<file path="src/rtl/cnn_pkg.sv">
// Shared state encoding, default sizing and width helper for the CNN classification sequencer.
package cnn_pkg;

  localparam int DEF_DATA_W = 32;
  localparam int DEF_HEIGHT = 28;
  localparam int DEF_WIDTH  = 28;
  localparam int DEF_DEPTH  = 4;
  localparam int DEF_RD_LAT = 1;

  typedef enum logic [2:0] {
    ST_IDLE,
    ST_CLEAR,
    ST_SCAN,
    ST_DRAIN,
    ST_ARGMAX,
    ST_DONE
  } cnn_state_e;

  // Address width for an index range of n entries, never narrower than one bit.
  function automatic int addr_w(input int n);
    return (n > 1) ? $clog2(n) : 1;
  endfunction

endpackage

</file>
<file path="src/rtl/cnn_argmax.sv">
// Sequential signed max search over the DEPTH class accumulators, one class per cycle.
// A start pulse seeds the result with class 0; later classes win only when strictly greater.
module cnn_argmax
  import cnn_pkg::*;
#(
  parameter  int DATA_W = DEF_DATA_W,
  parameter  int DEPTH  = DEF_DEPTH,
  localparam int CLS_W  = addr_w(DEPTH)
) (
  input  logic                    clk,
  input  logic                    reset_n,
  input  logic                    start,
  input  logic [DEPTH*DATA_W-1:0] acc_data,
  output logic [CLS_W-1:0]        class_id,
  output logic [DATA_W-1:0]       max_val,
  output logic                    valid
);

  logic                     active_q, active_d;
  logic                     valid_q, valid_d;
  logic [CLS_W-1:0]         k_q, k_d;
  logic [CLS_W-1:0]         class_q, class_d;
  logic signed [DATA_W-1:0] max_q, max_d;
  logic signed [DATA_W-1:0] cand;
  logic [CLS_W-1:0]         sel;

  always_comb begin
    active_d = active_q;
    valid_d  = valid_q;
    k_d      = k_q;
    class_d  = class_q;
    max_d    = max_q;
    sel      = start ? '0 : k_q;
    cand     = '0;
    for (int k = 0; k < DEPTH; k++) begin
      if (sel == CLS_W'(k)) cand = acc_data[k*DATA_W +: DATA_W];
    end

    if (start) begin
      class_d  = '0;
      max_d    = cand;
      k_d      = CLS_W'(1);
      active_d = (DEPTH > 1);
      valid_d  = (DEPTH == 1);
    end else if (active_q) begin
      if (cand > max_q) begin
        class_d = k_q;
        max_d   = cand;
      end
      k_d = k_q + CLS_W'(1);
      if (k_q == CLS_W'(DEPTH - 1)) begin
        active_d = 1'b0;
        valid_d  = 1'b1;
      end
    end
  end

  always_ff @(posedge clk or negedge reset_n) begin
    if (!reset_n) begin
      active_q <= 1'b0;
      valid_q  <= 1'b0;
      k_q      <= '0;
      class_q  <= '0;
      max_q    <= '0;
    end else begin
      active_q <= active_d;
      valid_q  <= valid_d;
      k_q      <= k_d;
      class_q  <= class_d;
      max_q    <= max_d;
    end
  end

  assign class_id = class_q;
  assign max_val  = max_q;
  assign valid    = valid_q;

endmodule

</file>
<file path="src/rtl/cnn_seq_ctrl.sv">
// Sequencer for a raster-scan CNN classifier: clears the class accumulators, streams every pixel
// address to the image/coefficient memories, waits out the read latency, then picks the winner.
module cnn_seq_ctrl
  import cnn_pkg::*;
#(
  parameter  int DATA_W = DEF_DATA_W,
  parameter  int HEIGHT = DEF_HEIGHT,
  parameter  int WIDTH  = DEF_WIDTH,
  parameter  int DEPTH  = DEF_DEPTH,
  parameter  int RD_LAT = DEF_RD_LAT,
  localparam int ROW_W  = addr_w(HEIGHT),
  localparam int COL_W  = addr_w(WIDTH),
  localparam int CLS_W  = addr_w(DEPTH)
) (
  input  logic                    clk,
  input  logic                    reset_n,
  input  logic                    start,
  input  logic                    stall,
  input  logic [DEPTH*DATA_W-1:0] acc_data,
  output logic [ROW_W-1:0]        row_addr,
  output logic [COL_W-1:0]        col_addr,
  output logic                    rd_en,
  output logic                    acc_clr,
  output logic                    acc_en,
  output logic                    busy,
  output logic                    done,
  output logic [CLS_W-1:0]        class_id,
  output logic [DATA_W-1:0]       max_val
);

  localparam int CNT_MAX = (RD_LAT > DEPTH) ? RD_LAT : DEPTH;
  localparam int CNT_W   = addr_w(CNT_MAX);

  cnn_state_e        state_q, state_d;
  logic [ROW_W-1:0]  row_q, row_d;
  logic [COL_W-1:0]  col_q, col_d;
  logic [CNT_W-1:0]  cnt_q, cnt_d;
  logic [RD_LAT-1:0] pipe_q, pipe_d;
  logic              acc_clr_q, acc_clr_d;
  logic              busy_q, busy_d;
  logic              done_q, done_d;
  logic              argmax_start;
  logic              argmax_valid;

  // A read goes out in every unstalled SCAN cycle; the product returns RD_LAT cycles later.
  assign rd_en = (state_q == ST_SCAN) && !stall;

  always_comb begin
    state_d      = state_q;
    row_d        = row_q;
    col_d        = col_q;
    cnt_d        = cnt_q;
    pipe_d       = pipe_q << 1;
    pipe_d[0]    = rd_en;
    argmax_start = 1'b0;

    case (state_q)
      ST_IDLE, ST_DONE: begin
        if (start) state_d = ST_CLEAR;
      end
      ST_CLEAR: begin
        state_d = ST_SCAN;
        row_d   = '0;
        col_d   = '0;
        cnt_d   = '0;
        pipe_d  = '0;
      end
      ST_SCAN: begin
        if (!stall) begin
          if (col_q == COL_W'(WIDTH - 1)) begin
            col_d = '0;
            if (row_q == ROW_W'(HEIGHT - 1)) begin
              row_d   = '0;
              cnt_d   = '0;
              state_d = ST_DRAIN;
            end else begin
              row_d = row_q + ROW_W'(1);
            end
          end else begin
            col_d = col_q + COL_W'(1);
          end
        end
      end
      ST_DRAIN: begin
        if (cnt_q == CNT_W'(RD_LAT - 1)) begin
          cnt_d   = '0;
          state_d = ST_ARGMAX;
        end else begin
          cnt_d = cnt_q + CNT_W'(1);
        end
      end
      ST_ARGMAX: begin
        argmax_start = (cnt_q == '0);
        if (cnt_q == CNT_W'(DEPTH - 1)) begin
          cnt_d   = '0;
          state_d = ST_DONE;
        end else begin
          cnt_d = cnt_q + CNT_W'(1);
        end
      end
      default: state_d = ST_IDLE;
    endcase

    acc_clr_d = (state_d == ST_CLEAR);
    busy_d    = state_d inside {ST_CLEAR, ST_SCAN, ST_DRAIN, ST_ARGMAX};
    done_d    = (state_d == ST_DONE);
  end

  always_ff @(posedge clk or negedge reset_n) begin
    if (!reset_n) begin
      state_q   <= ST_IDLE;
      row_q     <= '0;
      col_q     <= '0;
      cnt_q     <= '0;
      pipe_q    <= '0;
      acc_clr_q <= 1'b0;
      busy_q    <= 1'b0;
      done_q    <= 1'b0;
    end else begin
      state_q   <= state_d;
      row_q     <= row_d;
      col_q     <= col_d;
      cnt_q     <= cnt_d;
      pipe_q    <= pipe_d;
      acc_clr_q <= acc_clr_d;
      busy_q    <= busy_d;
      done_q    <= done_d;
    end
  end

  cnn_argmax #(
    .DATA_W (DATA_W),
    .DEPTH  (DEPTH)
  ) u_argmax (
    .clk      (clk),
    .reset_n  (reset_n),
    .start    (argmax_start),
    .acc_data (acc_data),
    .class_id (class_id),
    .max_val  (max_val),
    .valid    (argmax_valid)
  );

  assign row_addr = row_q;
  assign col_addr = col_q;
  assign acc_clr  = acc_clr_q;
  assign acc_en   = pipe_q[RD_LAT-1];
  assign busy     = busy_q;
  // The search result and the DONE state land on the same edge; both must agree to flag done.
  assign done     = done_q && argmax_valid;

endmodule

</file>
<file path="config.mk">
export PLATFORM = sky130hd
export DESIGN_NAME = cnn_seq_ctrl
export DESIGN_NICKNAME = d
export VERILOG_FILES = /design/src/rtl/cnn_pkg.sv /design/src/rtl/cnn_argmax.sv /design/src/rtl/cnn_seq_ctrl.sv
export SDC_FILE = /design/constraint.sdc
export NUM_CORES = 1
export LEC_CHECK = 0
export ABC_AREA = 1
export BUFFER_PORTS_ARGS = -buffer_cell sky130_fd_sc_hd__buf_2
export CAP_MARGIN = 30
export CORE_UTILIZATION = 45
export CTS_BUF_LIST = sky130_fd_sc_hd__clkbuf_4
export DETAILED_ROUTE_END_ITERATION = 12
export PLACE_DENSITY = 0.79
export SLEW_MARGIN = 20
export SYNTH_ARGS = -nofsm -noshare
export SYNTH_HDL_FRONTEND = slang
export SYNTH_SLANG_ARGS = --single-unit
</file>
<file path="constraint.sdc">
create_clock -name clk -period 3 [get_ports clk]
set_input_delay 0.6 -clock clk [delete_from_list [all_inputs] [get_ports clk]]
set_output_delay 0.6 -clock clk [all_outputs]
set_load 0.1 [all_outputs]
</file>
==> impl_summary.log, run 1 <==
[metrics] number of remaining DRC errors: 0
[metrics] via count: 5708
[metrics] highest routed layer: met4
[metrics] HPWL Detailed: 10.82 mm
[metrics] CTS tree: done
[metrics] die width: 98.69 um
[metrics] Reg-to-Reg Start: cnt_q[0]
[metrics] leading post-synthesis cells by cell area: sky130_fd_sc_hd__dfrtp_1 34%, sky130_fd_sc_hd__ha_1 11%, sky130_fd_sc_hd__nand2_1 11%, sky130_fd_sc_hd__o22ai_1 9.1%, sky130_fd_sc_hd__inv_1 6.3%
[metrics] cts hold-fix bufs: 0
[metrics] PortBufs: 180
[metrics] endpoint arrival time on the critical path: 4150 ps
[metrics] fraction of layout instances using a drive strength above 1: 52.48%
[metrics] total congestion overflow after global routing: 0
[metrics] class of the most critical setup path: flip-flop to flip-flop
[metrics] mapped cell area: 0.004207 mm2
[metrics] depth of the worst register-to-register path: 22
[metrics] number of synthesized register bits: 57
[metrics] worst min-delay path class: input pin to async pin
[metrics] Starting DRT DRC Count: 533
[metrics] row cnt: 34
[metrics] starting density of the core: 47.31%
[metrics] area growth from synthesis to layout: 59.70%
[metrics] weighted congestion at the end of routability-driven global placement: 0.9246
[metrics] largest incremental delay on the critical path: 430 ps
[metrics] buffer levels on the longest clock path: 2
[metrics] largest net degree at the start of global routing: 30
[metrics] die height: 98.69 um
[metrics] wire length per cell after detailed routing: 21.29 um
[metrics] final worst path period share: 128.3%
[metrics] slowest CP cell: sky130_fd_sc_hd__o22ai_1
[metrics] Commonest cells post-synth: 126 x sky130_fd_sc_hd__nand2_1, 71 x sky130_fd_sc_hd__inv_1, 61 x sky130_fd_sc_hd__o22ai_1, 57 x sky130_fd_sc_hd__dfrtp_1, 48 x sky130_fd_sc_hd__nand3_1
[metrics] number of buffers created by CTS: 9
[metrics] via count of the first global-routing pass: 5374
[metrics] wire length on met2: 9.153 mm
[metrics] Die Area: 0.009739 mm2
[metrics] vias per inst: 6.231
[metrics] Yosys warning count: 0
[metrics] worst slew margin relative to its limit: 61.44%
[metrics] first-pass GRT wire length: 25.43 mm
[metrics] category of the worst setup path capture point: flip-flop
[metrics] mean post-synth cell area: 7.607 um2
[metrics] number of sinks handled by clock tree synthesis: 57
[metrics] number of endpoints with negative hold slack in the final report: 0
[metrics] number of optimization iterations in the first detailed-route pass: 6
[metrics] biggest fanout along the worst timing path: 11
[metrics] proportion of synthesized chip area in sequential cells: 33.91%
[metrics] outcome: finished, violations left
[metrics] crit path time final: 3849 ps
[metrics] routed length on met3: 2.130 mm
[metrics] Pins Over Slew Limit: 0
[metrics] GRT Total Usage: 33.58%
[metrics] worst reg2reg setup slack: -850 ps
[metrics] root buffer cell: sky130_fd_sc_hd__clkbuf_4
[metrics] Antenna Violating Nets Remaining: 0
[metrics] failing checks: negative setup slack
[metrics] Netlist cell types: 36
[metrics] worst-case setup margin in the final layout: -849.1 ps
[metrics] area inside the core boundary: 0.008891 mm2
[metrics] total of max-cap violations: 0
[metrics] maximum clock frequency: 259.8 MHz
[metrics] wire length on met1: 6.376 mm
[metrics] critical path launch point type: flip-flop
[metrics] Post-synth EDFFs: 0
[metrics] most common flop cell mapped by yosys: sky130_fd_sc_hd__dfrtp_1
[metrics] clock latency on the worst-skew pair: 420 ps
[metrics] final routed wirelength across all metal layers: 19.50 mm
[metrics] synthesized instance count: 553
[metrics] Syn Nets: 723
[metrics] number of antenna violations at the first check in global routing: 2
[metrics] pre-CTS setup slack: -338.1 ps
[metrics] worst endpoint required time: 3300 ps
[metrics] num ports: 181
[metrics] setup-violating endpoint count in the final report: 34
[metrics] RSZ-0062 raised after global routing: yes
[metrics] Top delay family on crit path: compound AO/OA/AOI/OAI gates
[metrics] most used standard cell by instance count after synthesis: sky130_fd_sc_hd__nand2_1
[metrics] endpoint of the worst-slack reg-to-reg timing path: u_argmax.max_val[26]
[metrics] final design instance area without fill: 0.006718 mm2
[metrics] async set or reset register ratio after synthesis: 100.0%
[metrics] critical-path cell list: inv_2 -> ha_4 -> nand4_4 -> nand2_4 -> inv_4 -> nand2_8 -> buf_12 -> o22ai_1 -> a21oi_2 -> ha_4 -> a21oi_1 -> o21a_1 -> nand2_1 -> a21oi_2 -> buf_4 -> nand3_2 -> nand3_4 -> buf_12 -> buf_12 -> nand2_8 -> nand2_1 -> nand2_1
[metrics] number of levels in the clock H-tree: 3
[metrics] Clock Pin Slew Worst Setup and Hold Paths: 110 ps
[metrics] Synth top area share: 33.91%
[metrics] crit path buf inv count: 6
[metrics] top cell type by total area after synthesis: sky130_fd_sc_hd__dfrtp_1
[metrics] final layout net count: 971
[metrics] slew at the pin closest to its max-slew limit: 578.3 ps
[metrics] worst-case clock skew: 9.185 ps
[metrics] post-detailed-placement cell area: 0.005514 mm2
layout make-up:
| type | instances | area, um2 |
|---|---|---|
| tap | 108 | 135.1 |
| timing repair buffer | 259 | 1684 |
| clock inverter | 6 | 58.81 |
| inverter | 75 | 291.5 |
| fill | 571 | 2173 |
| clock buffer | 10 | 75.07 |
| sequential | 57 | 1426 |
| antenna | 2 | 5.005 |
| multi-input combinational | 399 | 3042 |
layer usage:
| metal | up-vias | track usage (%) |
|---|---|---|
| li1 | 2406 | - |
| met2 | 515 | 61.11 |
| met3 | 185 | 7.163 |
| met1 | 2602 | 35.34 |
| met5 | - | 0 |
| met4 | 0 | 21.01 |
flip-flops by register name, indices dropped and copies added (netlist names), 2 cells and up:
register	flops
cnt_q	2
row_addr	5
state_q	3
u_argmax.class_id	2
u_argmax.max_val	32
u_argmax.k_q	2
col_addr	5
cells by family (layout without fill, tap and decap cells):
kind of cell / after synthesis / count (layout) / synth area share [%]
adders and majority gates: 38 / 38 / 11.30
other: 0 / 2 / 0
DFF: 57 / 57 / 33.91
AOI/OAI and AO/OA: 140 / 140 / 20.70
and+or+nand+nor: 217 / 221 / 23.44
buffers and inverters: 101 / 350 / 10.65
cell usage in the layout (no fill, tap or decap), types with 3 or more instances in the layout:
cell	instances
sky130_fd_sc_hd__nand3_1	28
sky130_fd_sc_hd__nand2_1	95
sky130_fd_sc_hd__o21ai_0	10
sky130_fd_sc_hd__inv_2	3
sky130_fd_sc_hd__nand3_2	19
sky130_fd_sc_hd__o22ai_2	27
sky130_fd_sc_hd__buf_4	60
sky130_fd_sc_hd__dfrtp_1	57
sky130_fd_sc_hd__o21a_1	4
sky130_fd_sc_hd__clkbuf_4	10
sky130_fd_sc_hd__o21ai_1	4
sky130_fd_sc_hd__nand2_4	6
sky130_fd_sc_hd__nor2_1	11
sky130_fd_sc_hd__buf_12	8
sky130_fd_sc_hd__nand2_2	29
sky130_fd_sc_hd__o22ai_4	7
sky130_fd_sc_hd__nand4_1	6
sky130_fd_sc_hd__o22ai_1	27
sky130_fd_sc_hd__nand2_8	5
sky130_fd_sc_hd__a21oi_2	31
sky130_fd_sc_hd__nor2_4	3
sky130_fd_sc_hd__inv_1	69
sky130_fd_sc_hd__nor3_1	5
sky130_fd_sc_hd__nor2_2	4
sky130_fd_sc_hd__buf_16	3
sky130_fd_sc_hd__a21oi_1	20
sky130_fd_sc_hd__buf_6	8
sky130_fd_sc_hd__ha_1	36
sky130_fd_sc_hd__buf_2	180
how the worst max path moves through the flow:
stage	startpoint	end	slack [ps]	depth (start not counted)
CTS	cnt_q[0]	u_argmax.max_val[14]	-190	22
finish	cnt_q[0]	u_argmax.max_val[26]	-850	22
detailed placement	cnt_q[0]	u_argmax.max_val[29]	-340	19
floorplan	cnt_q[0]	u_argmax.max_val[23]	10	21
global route	cnt_q[0]	u_argmax.max_val[26]	-970	22
global placement	cnt_q[0]	u_argmax.max_val[10]	-180	19
stage by stage:
step                      setup TNS (ps)  util [%]  hold WS [ps]  cells
after CTS                          -5004     71.59         165.8    910
after global placement             -5713     62.02         498.7    865
after floorplan                        0         -         304.4    553
after global routing              -30240     75.56         169.9    916
final                             -25650     75.56         155.7    916
after detailed placement          -10800     62.02         497.0    865
repair_timing:
item                       in CTS  in global routing
setup endpoints to repair      34                 34
gates cloned                    8                  1
resized for setup              89                 75
pin swaps                      30                 29
buffers inserted               22                  6
Power of run 1 is left out: the tool's default activity adds up to more than one toggle a clock period on the data nets, which glitch-free logic cannot reach.
==> run 2, diff against run 1 <==
--- a/config.mk
+++ b/config.mk
@@ -5,13 +5,14 @@
 export SDC_FILE = /design/constraint.sdc
 export NUM_CORES = 1
 export LEC_CHECK = 0
-export ABC_AREA = 1
 export BUFFER_PORTS_ARGS = -buffer_cell sky130_fd_sc_hd__buf_2
 export CAP_MARGIN = 30
-export CORE_UTILIZATION = 45
+export CORE_MARGIN = 2
+export CORE_UTILIZATION = 46
 export CTS_BUF_LIST = sky130_fd_sc_hd__clkbuf_4
 export DETAILED_ROUTE_END_ITERATION = 12
 export PLACE_DENSITY = 0.79
+export REMOVE_ABC_BUFFERS = 1
 export SLEW_MARGIN = 20
 export SYNTH_ARGS = -nofsm -noshare
 export SYNTH_HDL_FRONTEND = slang
==> run 2 against run 1 <==
The flow still finishes with violations (negative setup slack). Maximum frequency grew 3.4%. First-iteration DRC count fell by 39%. Die area is 12% higher. Non-clock buffer count up 22. Clock skew up 15 ps. Critical endpoint is now u_argmax.max_val[7]. Highest routed layer unchanged.
==> impl_summary.log, run 2 <==
[metrics] largest net degree at the start of global routing: 37
[metrics] slowest CP cell: sky130_fd_sc_hd__dfrtp_4
[metrics] fraction of layout instances using a drive strength above 1: 53.13%
[metrics] post-layout total power: 2.331 mW
[metrics] VDD IR max: 0.7369 mV
[metrics] Commonest cells post-synth: 57 x sky130_fd_sc_hd__dfrtp_1, 41 x sky130_fd_sc_hd__o21ai_0, 39 x sky130_fd_sc_hd__inv_1, 38 x sky130_fd_sc_hd__ha_1, 35 x sky130_fd_sc_hd__mux2_2
[metrics] RSZ-0062 raised after global routing: yes
[metrics] HPWL Detailed: 10.50 mm
[metrics] number of sinks handled by clock tree synthesis: 57
[metrics] commonest cells after routing, fill and taps aside: 180 x sky130_fd_sc_hd__buf_2, 75 x sky130_fd_sc_hd__buf_4, 56 x sky130_fd_sc_hd__dfrtp_1
[metrics] mean post-synth cell area: 9.263 um2
[metrics] class of the most critical setup path: flip-flop to flip-flop
[metrics] antenna diode instance count: 0
[metrics] number of remaining DRC errors: 0
[metrics] smallest hold slack: 179.1 ps
[metrics] clock latency on the worst-skew pair: 430 ps
[metrics] final worst path period share: 124.1%
[metrics] Starting DRT DRC Count: 323
[metrics] num ports: 181
[metrics] category of the worst setup path capture point: flip-flop
[metrics] proportion of synthesized chip area in sequential cells: 30.61%
[metrics] weighted congestion at the end of routability-driven global placement: 0.8909
[metrics] pre-CTS setup slack: -665.1 ps
[metrics] number of optimization iterations in the first detailed-route pass: 5
[metrics] wire length per cell after detailed routing: 18.91 um
[metrics] Clock Pin Slew Worst Setup and Hold Paths: 110 ps
[metrics] via count of the first global-routing pass: 5132
[metrics] starting density of the core: 47.45%
[metrics] most used standard cell by instance count after synthesis: sky130_fd_sc_hd__dfrtp_1
[metrics] worst-case clock skew: 24.05 ps
[metrics] worst reg2reg setup slack: -720 ps
[metrics] Antenna Violating Nets Remaining: 0
[metrics] Static Leak: 3.351 nW
[metrics] CTS tree: done
[metrics] total congestion overflow after global routing: 0
[metrics] Post-Place Cells: 832
[metrics] buffer levels on the longest clock path: 2
[metrics] depth of the worst register-to-register path: 14
[metrics] number of levels in the clock H-tree: 3
[metrics] most common flop cell mapped by yosys: sky130_fd_sc_hd__dfrtp_1
[metrics] Yosys warning count: 0
[metrics] most common library cell in the layout ignoring fill and taps: sky130_fd_sc_hd__buf_2
[metrics] Netlist cell types: 51
[metrics] number of buffers created by CTS: 9
[metrics] final total negative setup slack: -23090 ps
[metrics] post-route non-filler standard cell count: 899
[metrics] post-detailed-placement cell area: 0.006051 mm2
[metrics] first-pass GRT wire length: 24.81 mm
[metrics] worst endpoint required time: 3320 ps
[metrics] async set or reset register ratio after synthesis: 100.0%
[metrics] total of max-cap violations: 0
[metrics] root buffer cell: sky130_fd_sc_hd__clkbuf_4
[metrics] power per cell area: 332.8 mW/mm2
[metrics] Pins Over Slew Limit: 0
[metrics] critical-path cell list: buf_6 -> mux2_2 -> a22oi_1 -> o21ai_1 -> ha_1 -> a21oi_1 -> o21ai_1 -> a221oi_2 -> o31ai_2 -> or3_4 -> nand3_4 -> buf_6 -> buf_12 -> mux2_4
[metrics] failing checks: negative setup slack
[metrics] synthesized instance count: 503
[metrics] GRT Total Usage: 28.06%
[metrics] row cnt: 36
[metrics] crit path time final: 3723 ps
[metrics] vias per inst: 5.803
[metrics] max reg flops: 32
[metrics] fill cell total of the finished layout: 685
[metrics] worst min-delay path class: input pin to async pin
[metrics] number of endpoints with negative hold slack in the final report: 0
[metrics] largest incremental delay on the critical path: 490 ps
[metrics] biggest fanout along the worst timing path: 9
[metrics] slew at the pin closest to its max-slew limit: 649.4 ps
[metrics] final core utilization: 71.33%
[metrics] outcome: finished, violations left
[metrics] via count: 5217
[metrics] end of the critical path: u_argmax.max_val[7]
[metrics] top cell type by total area after synthesis: sky130_fd_sc_hd__dfrtp_1
[metrics] critical path startpoint: u_argmax.k_q[0]
[metrics] number of synthesized register bits: 57
[metrics] final routed wirelength across all metal layers: 17.00 mm
[metrics] setup-violating endpoint count in the final report: 34
[metrics] worst slew margin relative to its limit: 56.70%
[metrics] leading post-synthesis cells by cell area: sky130_fd_sc_hd__dfrtp_1 31%, sky130_fd_sc_hd__ha_1 10%, sky130_fd_sc_hd__mux2_4 9.3%, sky130_fd_sc_hd__mux2_2 8.5%, sky130_fd_sc_hd__a22oi_1 5.0%
[metrics] number of antenna violations at the first check in global routing: 0
[metrics] mapped cell area: 0.004659 mm2
[metrics] die height: 104.6 um
[metrics] final design instance area without fill: 0.007004 mm2
[metrics] endpoint arrival time on the critical path: 4040 ps
[metrics] Reg-to-Reg Start: u_argmax.k_q[0]
[metrics] area growth from synthesis to layout: 50.32%
[metrics] PortBufs: 180
[metrics] final layout net count: 931
[metrics] worst-case setup margin in the final layout: -723.1 ps
[metrics] die width: 104.6 um
[metrics] Die Area: 0.01095 mm2
[metrics] area inside the core boundary: 0.009819 mm2
[metrics] critical path launch point type: flip-flop
[metrics] maximum clock frequency: 268.6 MHz
[metrics] cts hold-fix bufs: 0
[metrics] Post-synth EDFFs: 0
[metrics] endpoint of the worst-slack reg-to-reg timing path: u_argmax.max_val[7]
[metrics] Synth top area share: 30.61%
==> run 2: changes by cell type after synthesis, moves of 29 or more <==
cell / change
sky130_fd_sc_hd__o21ai_0: +29
sky130_fd_sc_hd__o22ai_1: -61
sky130_fd_sc_hd__mux2_4: +29
sky130_fd_sc_hd__a31oi_1: +29
sky130_fd_sc_hd__nand2_1: -107
sky130_fd_sc_hd__nor2b_1: +33
sky130_fd_sc_hd__mux2_2: +35
sky130_fd_sc_hd__inv_1: -32
sky130_fd_sc_hd__a22oi_1: +30
sky130_fd_sc_hd__nand3_1: -42
==> run 2: layer usage <==
metal | GRT usage [%] | vias to the layer above | wire (um)
met5 | 0 | - | 0
met2 | 51.63 | 310 | 8373
met3 | 6.051 | 83 | 1396
met1 | 30.76 | 2454 | 6266
met4 | 12.67 | 0 | 964
li1 | - | 2370 | -
==> run 2: cells by family (layout without fill, tap and decap cells) <==
group                      Yosys count  count (layout)  share of synthesized area (%)
AOI/OAI and AO/OA                  145             145                          19.33
xor gates and xnor gates             4               4                         0.7520
adders and majority gates           38              38                          10.20
buffers and inverters               73             336                          6.472
DFF                                 57              57                          30.61
muxes                               67              67                          18.45
and+or+nand+nor                    119             119                          14.18
==> run 2: power breakdown <==
part / internal (mW) / switching, mW / leakage, nW
combinational: 0.240 / 0.501 / 2.49
clock: 0.415 / 0.316 / 0.0971
sequential: 0.808 / 0.0515 / 0.767
==> run 2: area by class of cell <==
class                      instances  area (um2)  share of cell area [%]
clock buffer                       9       67.56                  0.9646
multi-input combinational        373        3183                   45.44
clock inverter                     7       108.9                   1.554
timing repair buffer             281        1902                   27.15
tap                              133       166.4                   2.376
sequential                        57        1430                   20.42
inverter                          39       146.4                   2.090
==> run 2: worst min path at each step <==
stage / depth (start not counted) / slack [ps] / end
detailed placement: 1 / 500 / u_argmax.class_id[0]
global placement: 2 / 500 / u_argmax.valid
global route: 1 / 220 / u_argmax.max_val[29]
finish: 1 / 180 / row_addr[0]
floorplan: 0 / 300 / acc_clr
CTS: 1 / 200 / u_argmax.max_val[31]
==> run 2: critical path: cells and delay by family (launching register included) <==
family	cells	cell delay (ps)
mux	2	660
buf+inv	3	460
compound gates	6	1120
flops	1	490
fa+ha+maj	1	360
simple gates	2	510
==> run 2: what timing repair did <==
action,4_1_cts,5_1_grt
gates resized for setup,60,31
pin swaps,32,22
setup buffers,34,14
gates cloned,4,1
setup endpoints to repair,34,34
(Power assumes the default switching activity.)
